===== src/rtl/guess_recorder.sv =====
// Guess entry and history recorder: assembles a multi-digit guess from button pulses
// and commits complete guesses into an eight-slot history that feeds the LED display.
// Latency: entry updates one edge after a pulse; a commit lands one edge after the COMMIT cycle.
module guess_recorder #(
    parameter int DIGITS      = 4,
    parameter int DIGIT_W     = 3,
    parameter int MAX_GUESSES = 8
) (
    input  logic                        clk,
    input  logic                        rst,
    input  logic                        new_game,
    input  logic [DIGIT_W-1:0]          digit_in,
    input  logic                        btn_enter,
    input  logic                        btn_back,
    input  logic                        btn_submit,
    output logic [DIGITS*DIGIT_W-1:0]   cur_guess,
    output logic [2:0]                  cur_len,
    output logic [DIGITS*DIGIT_W-1:0]   g1,
    output logic [DIGITS*DIGIT_W-1:0]   g2,
    output logic [DIGITS*DIGIT_W-1:0]   g3,
    output logic [DIGITS*DIGIT_W-1:0]   g4,
    output logic [DIGITS*DIGIT_W-1:0]   g5,
    output logic [DIGITS*DIGIT_W-1:0]   g6,
    output logic [DIGITS*DIGIT_W-1:0]   g7,
    output logic [DIGITS*DIGIT_W-1:0]   g8,
    output logic [3:0]                  guess_count,
    output logic                        guess_valid,
    output logic                        full
);

    localparam int             GW      = DIGITS * DIGIT_W;
    localparam logic [2:0]     LEN_MAX = 3'(DIGITS);
    localparam logic [3:0]     CNT_MAX = 4'(MAX_GUESSES);

    typedef enum logic [1:0] {
        ENTRY  = 2'd0,
        READY  = 2'd1,
        COMMIT = 2'd2,
        FULL   = 2'd3
    } state_t;

    state_t          state_q, state_d;
    logic [GW-1:0]   cur_guess_q, cur_guess_d;
    logic [2:0]      cur_len_q, cur_len_d;
    logic [GW-1:0]   slot_q [MAX_GUESSES];
    logic [GW-1:0]   slot_d [MAX_GUESSES];
    logic [3:0]      guess_count_q, guess_count_d;
    logic            guess_valid_q, guess_valid_d;
    logic            full_q, full_d;

    // Next-state logic; buttons resolve by priority new_game > submit > back > enter,
    // and the state then decides whether the winning button has any effect.
    always_comb begin
        state_d       = state_q;
        cur_guess_d   = cur_guess_q;
        cur_len_d     = cur_len_q;
        slot_d        = slot_q;
        guess_count_d = guess_count_q;
        guess_valid_d = 1'b0;

        if (new_game) begin
            // Also discards a commit in flight: the slot write below never happens.
            for (int i = 0; i < MAX_GUESSES; i++) begin
                slot_d[i] = '0;
            end
            guess_count_d = '0;
            cur_guess_d   = '0;
            cur_len_d     = '0;
            state_d       = ENTRY;
        end else begin
            case (state_q)
                ENTRY: begin
                    if (btn_submit) begin
                        // incomplete entry: submit swallowed, lower buttons masked
                    end else if (btn_back) begin
                        if (cur_len_q != 3'd0) begin
                            cur_guess_d[(DIGITS - int'(cur_len_q)) * DIGIT_W +: DIGIT_W] = '0;
                            cur_len_d = cur_len_q - 3'd1;
                        end
                    end else if (btn_enter) begin
                        if (cur_len_q < LEN_MAX) begin
                            cur_guess_d[(DIGITS - 1 - int'(cur_len_q)) * DIGIT_W +: DIGIT_W] = digit_in;
                            cur_len_d = cur_len_q + 3'd1;
                            if (cur_len_q + 3'd1 == LEN_MAX) begin
                                state_d = READY;
                            end
                        end
                    end
                end
                READY: begin
                    if (btn_submit) begin
                        state_d = COMMIT;
                    end else if (btn_back) begin
                        cur_guess_d[DIGIT_W-1:0] = '0;
                        cur_len_d = LEN_MAX - 3'd1;
                        state_d   = ENTRY;
                    end
                end
                COMMIT: begin
                    if (guess_count_q < CNT_MAX) begin
                        slot_d[guess_count_q[2:0]] = cur_guess_q;
                        guess_count_d = guess_count_q + 4'd1;
                        guess_valid_d = 1'b1;
                    end
                    cur_guess_d = '0;
                    cur_len_d   = '0;
                    state_d     = (guess_count_d == CNT_MAX) ? FULL : ENTRY;
                end
                FULL: begin
                    // parked until new_game or rst
                end
                default: state_d = ENTRY;
            endcase
        end

        full_d = (state_d == FULL);
    end

    // State and registered outputs.
    always_ff @(posedge clk or posedge rst) begin
        if (rst) begin
            state_q       <= ENTRY;
            cur_guess_q   <= '0;
            cur_len_q     <= '0;
            guess_count_q <= '0;
            guess_valid_q <= 1'b0;
            full_q        <= 1'b0;
            for (int i = 0; i < MAX_GUESSES; i++) begin
                slot_q[i] <= '0;
            end
        end else begin
            state_q       <= state_d;
            cur_guess_q   <= cur_guess_d;
            cur_len_q     <= cur_len_d;
            guess_count_q <= guess_count_d;
            guess_valid_q <= guess_valid_d;
            full_q        <= full_d;
            for (int i = 0; i < MAX_GUESSES; i++) begin
                slot_q[i] <= slot_d[i];
            end
        end
    end

    assign cur_guess   = cur_guess_q;
    assign cur_len     = cur_len_q;
    assign guess_count = guess_count_q;
    assign guess_valid = guess_valid_q;
    assign full        = full_q;
    assign g1 = slot_q[0];
    assign g2 = slot_q[1];
    assign g3 = slot_q[2];
    assign g4 = slot_q[3];
    assign g5 = slot_q[4];
    assign g6 = slot_q[5];
    assign g7 = slot_q[6];
    assign g8 = slot_q[7];

endmodule


===== config.mk =====
export PLATFORM = sky130hd
export DESIGN_NAME = guess_recorder
export DESIGN_NICKNAME = d
export VERILOG_FILES = /design/src/rtl/guess_recorder.sv
export SDC_FILE = /design/constraint.sdc
export NUM_CORES = 1
export LEC_CHECK = 0
export ABC_CLOCK_PERIOD_IN_PS = 4300
export CAP_MARGIN = 5
export CORE_MARGIN = 3
export CORE_UTILIZATION = 55
export CTS_CLUSTER_SIZE = 40
export DETAILED_ROUTE_END_ITERATION = 12
export DONT_BUFFER_PORTS = 1
export PLACE_DENSITY = 0.72
export SETUP_SLACK_MARGIN = 0.1
export SYNTH_ARGS = -nofsm -noshare
export SYNTH_HDL_FRONTEND = slang
export SYNTH_SLANG_ARGS = --single-unit

===== constraint.sdc =====
create_clock -name clk -period 4.3 [get_ports clk]
set_input_delay 0.645 -clock clk [delete_from_list [all_inputs] [get_ports clk]]
set_output_delay 0.645 -clock clk [all_outputs]
set_load 0.03 [all_outputs]

==> results of run 1 <==
-- power by group through the flow --
stage	Clock (uW)	Combinational [uW]	Sequential (uW)
final	1520	1650	1270
after CTS	1530	1600	1270
after detailed placement	0	1590	1290
after global routing	1590	1810	1280
after global placement	0	1560	1290
after floorplan	0	1230	1240
-- final cells by class --
type	instances	area [um^2]	area share (%)
Clock inverter	15	216	3.16
Tap cell	140	175	2.56
Timing Repair Buffer	6	45.0	0.657
Sequential cell	119	2980	43.5
Clock buffer	17	414	6.04
Inverter	22	85.1	1.24
Multi-Input combinational cell	413	2940	42.9
-- final timing paths --
check	start	slack (ns)	to	cells past startpoint
worst max-delay path	cur_len[2]	0.46	cur_guess[1]	11
worst min-delay path	rst	0.04	g7[7]	1
worst max register to register	cur_len[2]	0.46	cur_guess[1]	11
worst min register to register	state_q[0]	0.60	full	2
max in group asynchronous	rst	3.32	g6[6]	2
min in group clk	new_game	0.21	g8[0]	1
-- kinds of logic after synthesis --
family / count (synthesis) / synth area share [%]
mux: 30 / 4.93
xor+xnor: 7 / 0.995
compound gates: 158 / 20.2
flops: 119 / 48.3
simple gates: 188 / 15.1
buf+inv: 67 / 4.14
fa+ha+maj: 30 / 6.21
-- cells in the final DEF (no fill, tap or decap), drive strengths merged, types with 6 or more instances in the layout --
master	count
nand2b	11
ha	29
nor2	57
o21ai	19
nand3	13
nand2	44
a22o	68
nor3	15
clkbuf	17
o211ai	7
a31oi	7
nand4	7
dfrtp	119
mux2i	27
buf	6
a21oi	17
inv	29
-- routing by layer --
metal  wire length (um)  share of wire, %  global-route usage, %
met1               7270                41                   37.2
met2               8290                47                   43.3
met3               1890                11                   11.3
met4                304               1.7                   9.16
met5                  0                 0                      0
-- per-stage QoR --
stage | hold slack [ns] | util (%) | instance area (um^2)
2_1_floorplan | 0.547 | - | 6160
3_3_place_gp | 0.564 | 57.1 | 6220
6_report | 0.0356 | 62.9 | 6850
3_5_place_dp | 0.587 | 57.1 | 6220
4_1_cts | 0.0394 | 62.9 | 6850
5_1_grt | 0.0490 | 62.9 | 6850
==> results.json, run 1 <==
{
  "outcome": "finished clean",
  "p_sw_uw": 1800,
  "globalplace.congestion": 0.954,
  "fin_crit_sh_pct": 89.3,
  "htreeDepth": 4,
  "core_area_um2": 10900,
  "wirelength_mm": 17.7,
  "cp.buffers_inverters": 3,
  "synth-async-reset-ratio_pct": 100,
  "cts_resized": 0,
  "internal_power_uw": 2650,
  "yosys-top-cells-area": "dfrtp_1 (48%), a22o_1 (9.7%), ha_1 (5.9%), mux2i_1 (4.4%), nor2_1 (3.5%)",
  "rsz0062_at_grt": "false",
  "die_w_um": 112,
  "drt_iter0_markers": 679,
  "drc": 0,
  "slowest_stage": "dfrtp_1",
  "dp_cells": 700,
  "avgSynthCellArea_um2": 10.3,
  "cts_root_buffer": "clkbuf_8",
  "fin_ws_ns": 0.461,
  "clockPowerShare_pct": 34.3,
  "netlist_top_cells_count": "dfrtp_1 (119), a22o_1 (68), nor2_1 (57)",
  "slew_headroom_pct": 15.8,
  "drive_gt1_share_pct": 8.95,
  "grt_max_degree": 51,
  "synth_edf_count": 0,
  "min_path_type": "input pin to async pin",
  "path_cells": "inv_1, ha_1, inv_1, ha_1, inv_1, fa_1, xnor2_1, nor3b_1, a41oi_1, o211ai_1, o311ai_0",
  "power_uw": 4440,
  "cp-end-kind": "flop",
  "grt_antenna_before_repair": 0,
  "ant_nets": 0,
  "fmax_mhz": 261,
  "path_delay_family": "adder cells",
  "clock_sinks": 119,
  "hpwl_mm": 12.1,
  "syn-instance-count": 599,
  "synth-seq-area-share_pct": 48.3,
  "dieArea_um2": 12500,
  "worst_setup_path_start_kind": "flop",
  "ctsHoldBuffers": 0,
  "swShare_pct": 40.4,
  "numCtsBuffers": 17,
  "cts_tree": "yes",
  "crit_fanout": 9,
  "yosysWarnings": 0,
  "synth_nets": 638,
  "p_leak_uw": 0.00312,
  "dr.pass1.iters": 6,
  "grt_pass1_wl_mm": 27.7,
  "grt_usage_pct": 28.3,
  "die_h_um": 112,
  "tns_ns": 0,
  "via_count": 4985,
  "worstSkewPairLatency_ns": 0.52,
  "numPortBuffers": 0,
  "postCtsSetupBuffers": 0,
  "tightest_slew_ns": 1.25,
  "ios": 126,
  "antenna_cells": 0,
  "clk_transition_reported_paths_ns": 0.07,
  "cap_violations": 0,
  "synth_most_common_cell": "dfrtp_1",
  "wl_per_cell_um": 24.2,
  "cts_buffer_depth": 2,
  "p_comb_share_pct": 37.1,
  "cp_common_cell": "inv_1",
  "initial_core_util_pct": 56.6,
  "required_ns": 4.68,
  "fin_cells": 732,
  "setup_viol": 0,
  "power.density_nw_per_um2": 649,
  "ys_seq_elements": 119,
  "final-max-slew-violation-count": 0,
  "grt_pass1_vias": 4788,
  "path_class": "flop to flop",
  "vdd_drop_max_v": 0.000458,
  "synth_top_flop_cell": "dfrtp_1",
  "synth.top_cell.area_share_pct": 48.3,
  "area_growth_pct": 11.2,
  "viasPerCell": 6.81,
  "synthDistinctLibCells": 61,
  "synthesis.area_um2": 6160,
  "seq_power_share_pct": 28.6,
  "post-route-min-period_ns": 3.84,
  "fill_cells": 844,
  "synth_top_area_cell": "dfrtp_1",
  "hold_viol": 0,
  "critPathMaxStageDelay_ns": 0.69,
  "overflow": 0,
  "final_nets": 618,
  "num_rows": 38,
  "dp_slack_ns": 0.543,
  "skew_ns": 0.0111,
  "crit_arrival_ns": 4.22
}
Power figures use the tool's default switching activity.
==> run 2, diff against run 1 <==
- CAP_MARGIN: 5 -> default
- PLACE_DENSITY: 0.72 -> 0.77
==> run 2 against run 1 <==
Critical path depth grew 1. Worst setup slack improved by 0.28 ns. Fmax is 7.7% higher. Sequential cell count unchanged. Final area down 0.69%. Wire length is 0.88% lower. Largest power group unchanged.
==> results.json, run 2 (synthesis gave the netlist of run 1 again) <==
{
  "outcome": "finished clean",
  "vdd_drop_max_v": 0.000311,
  "cap_violations": 0,
  "post-route-util_pct": 62.5,
  "hold_viol": 0,
  "cts_root_buffer": "clkbuf_8",
  "final_cell_mix": "dfrtp_1 (119), a22o_1 (68), nor2_1 (57), nand2_1 (44), ha_1 (29)",
  "worst_setup_path_start_kind": "flop",
  "placed_cell_area_um2": 6230,
  "clock_sinks": 119,
  "viasPerCell": 6.66,
  "final_nets": 620,
  "cts_buffer_depth": 2,
  "area_growth_pct": 10.4,
  "hpwl_mm": 11.9,
  "wirelength_mm": 17.6,
  "crit_fanout": 11,
  "dieArea_um2": 12500,
  "cp-end-kind": "flop",
  "min_path_type": "input pin to async pin",
  "final_common_cell": "dfrtp_1",
  "postCtsSetupBuffers": 0,
  "worstSkewPairLatency_ns": 0.50,
  "htreeDepth": 4,
  "grt_usage_pct": 27.7,
  "fin_crit_sh_pct": 82.9,
  "final-max-slew-violation-count": 0,
  "power.density_nw_per_um2": 625,
  "via_count": 4887,
  "tns_ns": 0,
  "post-route-min-period_ns": 3.56,
  "grt_pass1_vias": 4663,
  "slew_headroom_pct": 19.9,
  "initial_core_util_pct": 56.6,
  "globalplace.congestion": 0.905,
  "wl_per_cell_um": 24.0,
  "numPortBuffers": 0,
  "crit_arrival_ns": 3.92,
  "p_leak_uw": 0.00309,
  "dr.pass1.iters": 5,
  "cts_resized": 0,
  "grt_antenna_before_repair": 1,
  "die_h_um": 112,
  "ctsHoldBuffers": 0,
  "fin_ws_ns": 0.737,
  "tightest_slew_ns": 1.19,
  "dp_slack_ns": 0.822,
  "numCtsBuffers": 17,
  "cts_tree": "yes",
  "core_area_um2": 10900,
  "ant_nets": 0,
  "ios": 126,
  "grt_pass1_wl_mm": 27.2,
  "skew_ns": 0.00910,
  "setup_viol": 0,
  "required_ns": 4.65,
  "drt_iter0_markers": 474,
  "drc": 0,
  "final_cell_area_um2": 6810,
  "path_class": "flop to flop",
  "dp_cells": 702,
  "fmax_mhz": 281,
  "num_rows": 38,
  "antenna_cells": 0,
  "drive_gt1_share_pct": 8.75,
  "die_w_um": 112,
  "grt_max_degree": 51,
  "rsz0062_at_grt": "false",
  "fin_cells": 734,
  "clk_transition_reported_paths_ns": 0.06,
  "fill_cells": 861,
  "overflow": 0
}
-- run 2: changes by cell type in the layout (fill, tap and decap cells not counted), sizes merged --
cell      previous run  this run
inv                 29        23
bufinv               4         2
buf                  6         8
clkinv               3         5
clkbuf              17        21
clkinvlp             1         3
-- run 2: worst max-delay path, cell delays in order (launching register included) --
cell      delay (ns)
dfrtp_1         0.35
inv_1           0.17
ha_1            0.28
ha_1            0.41
inv_1           0.07
ha_1            0.30
inv_1           0.06
fa_1            0.41
xnor2_1         0.34
nor3b_1         0.57
a41oi_1         0.20
o211ai_1        0.12
o311ai_0        0.14
-- run 2: cell type report --
| type | instances | area [um^2] | share of cell area [%] |
|---|---|---|---|
| multi-input combinational | 413 | 2930 | 43.1 |
| timing repair buffer | 8 | 60.1 | 0.883 |
| tap | 140 | 175 | 2.57 |
| inverter | 22 | 85.1 | 1.25 |
| clock buffer | 21 | 449 | 6.60 |
| sequential | 119 | 2980 | 43.8 |
| clock inverter | 11 | 124 | 1.82 |
-- run 2: worst paths after layout --
path | from | to | slack [ns] | depth (start not counted)
worst max-delay path | cur_len[0] | cur_guess[1] | 0.74 | 12
worst min-delay path | rst | g7[2] | 0.07 | 1
worst max register to register | cur_len[0] | cur_guess[1] | 0.74 | 12
worst min register to register | state_q[0] | full | 0.59 | 2
max in group asynchronous | rst | g5[1] | 3.33 | 2
min in group clk | new_game | state_q[1] | 0.22 | 1
-- run 2: power by group --
part | internal [uW] | leakage (uW) | switching [uW]
Combinational | 557 | 0.00116 | 1100
Sequential | 1140 | 0.00166 | 97.9
Clock | 855 | 0.000274 | 506
-- run 2: per-stage QoR --
step | hold slack (ns) | total power [uW]
CTS | 0.0623 | 4240
detailed placement | 0.584 | 2870
finish | 0.0667 | 4260
floorplan | 0.547 | 2470
global placement | 0.566 | 2850
global route | 0.0916 | 4500
-- run 2: metal layers --
layer,vias to the layer above,GRT usage (%),routed length [um]
met2,270,43.8,8210
met3,34,9.24,1830
met5,-,0,13
li1,2158,-,-
met4,2,8.76,328
met1,2423,36.4,7210
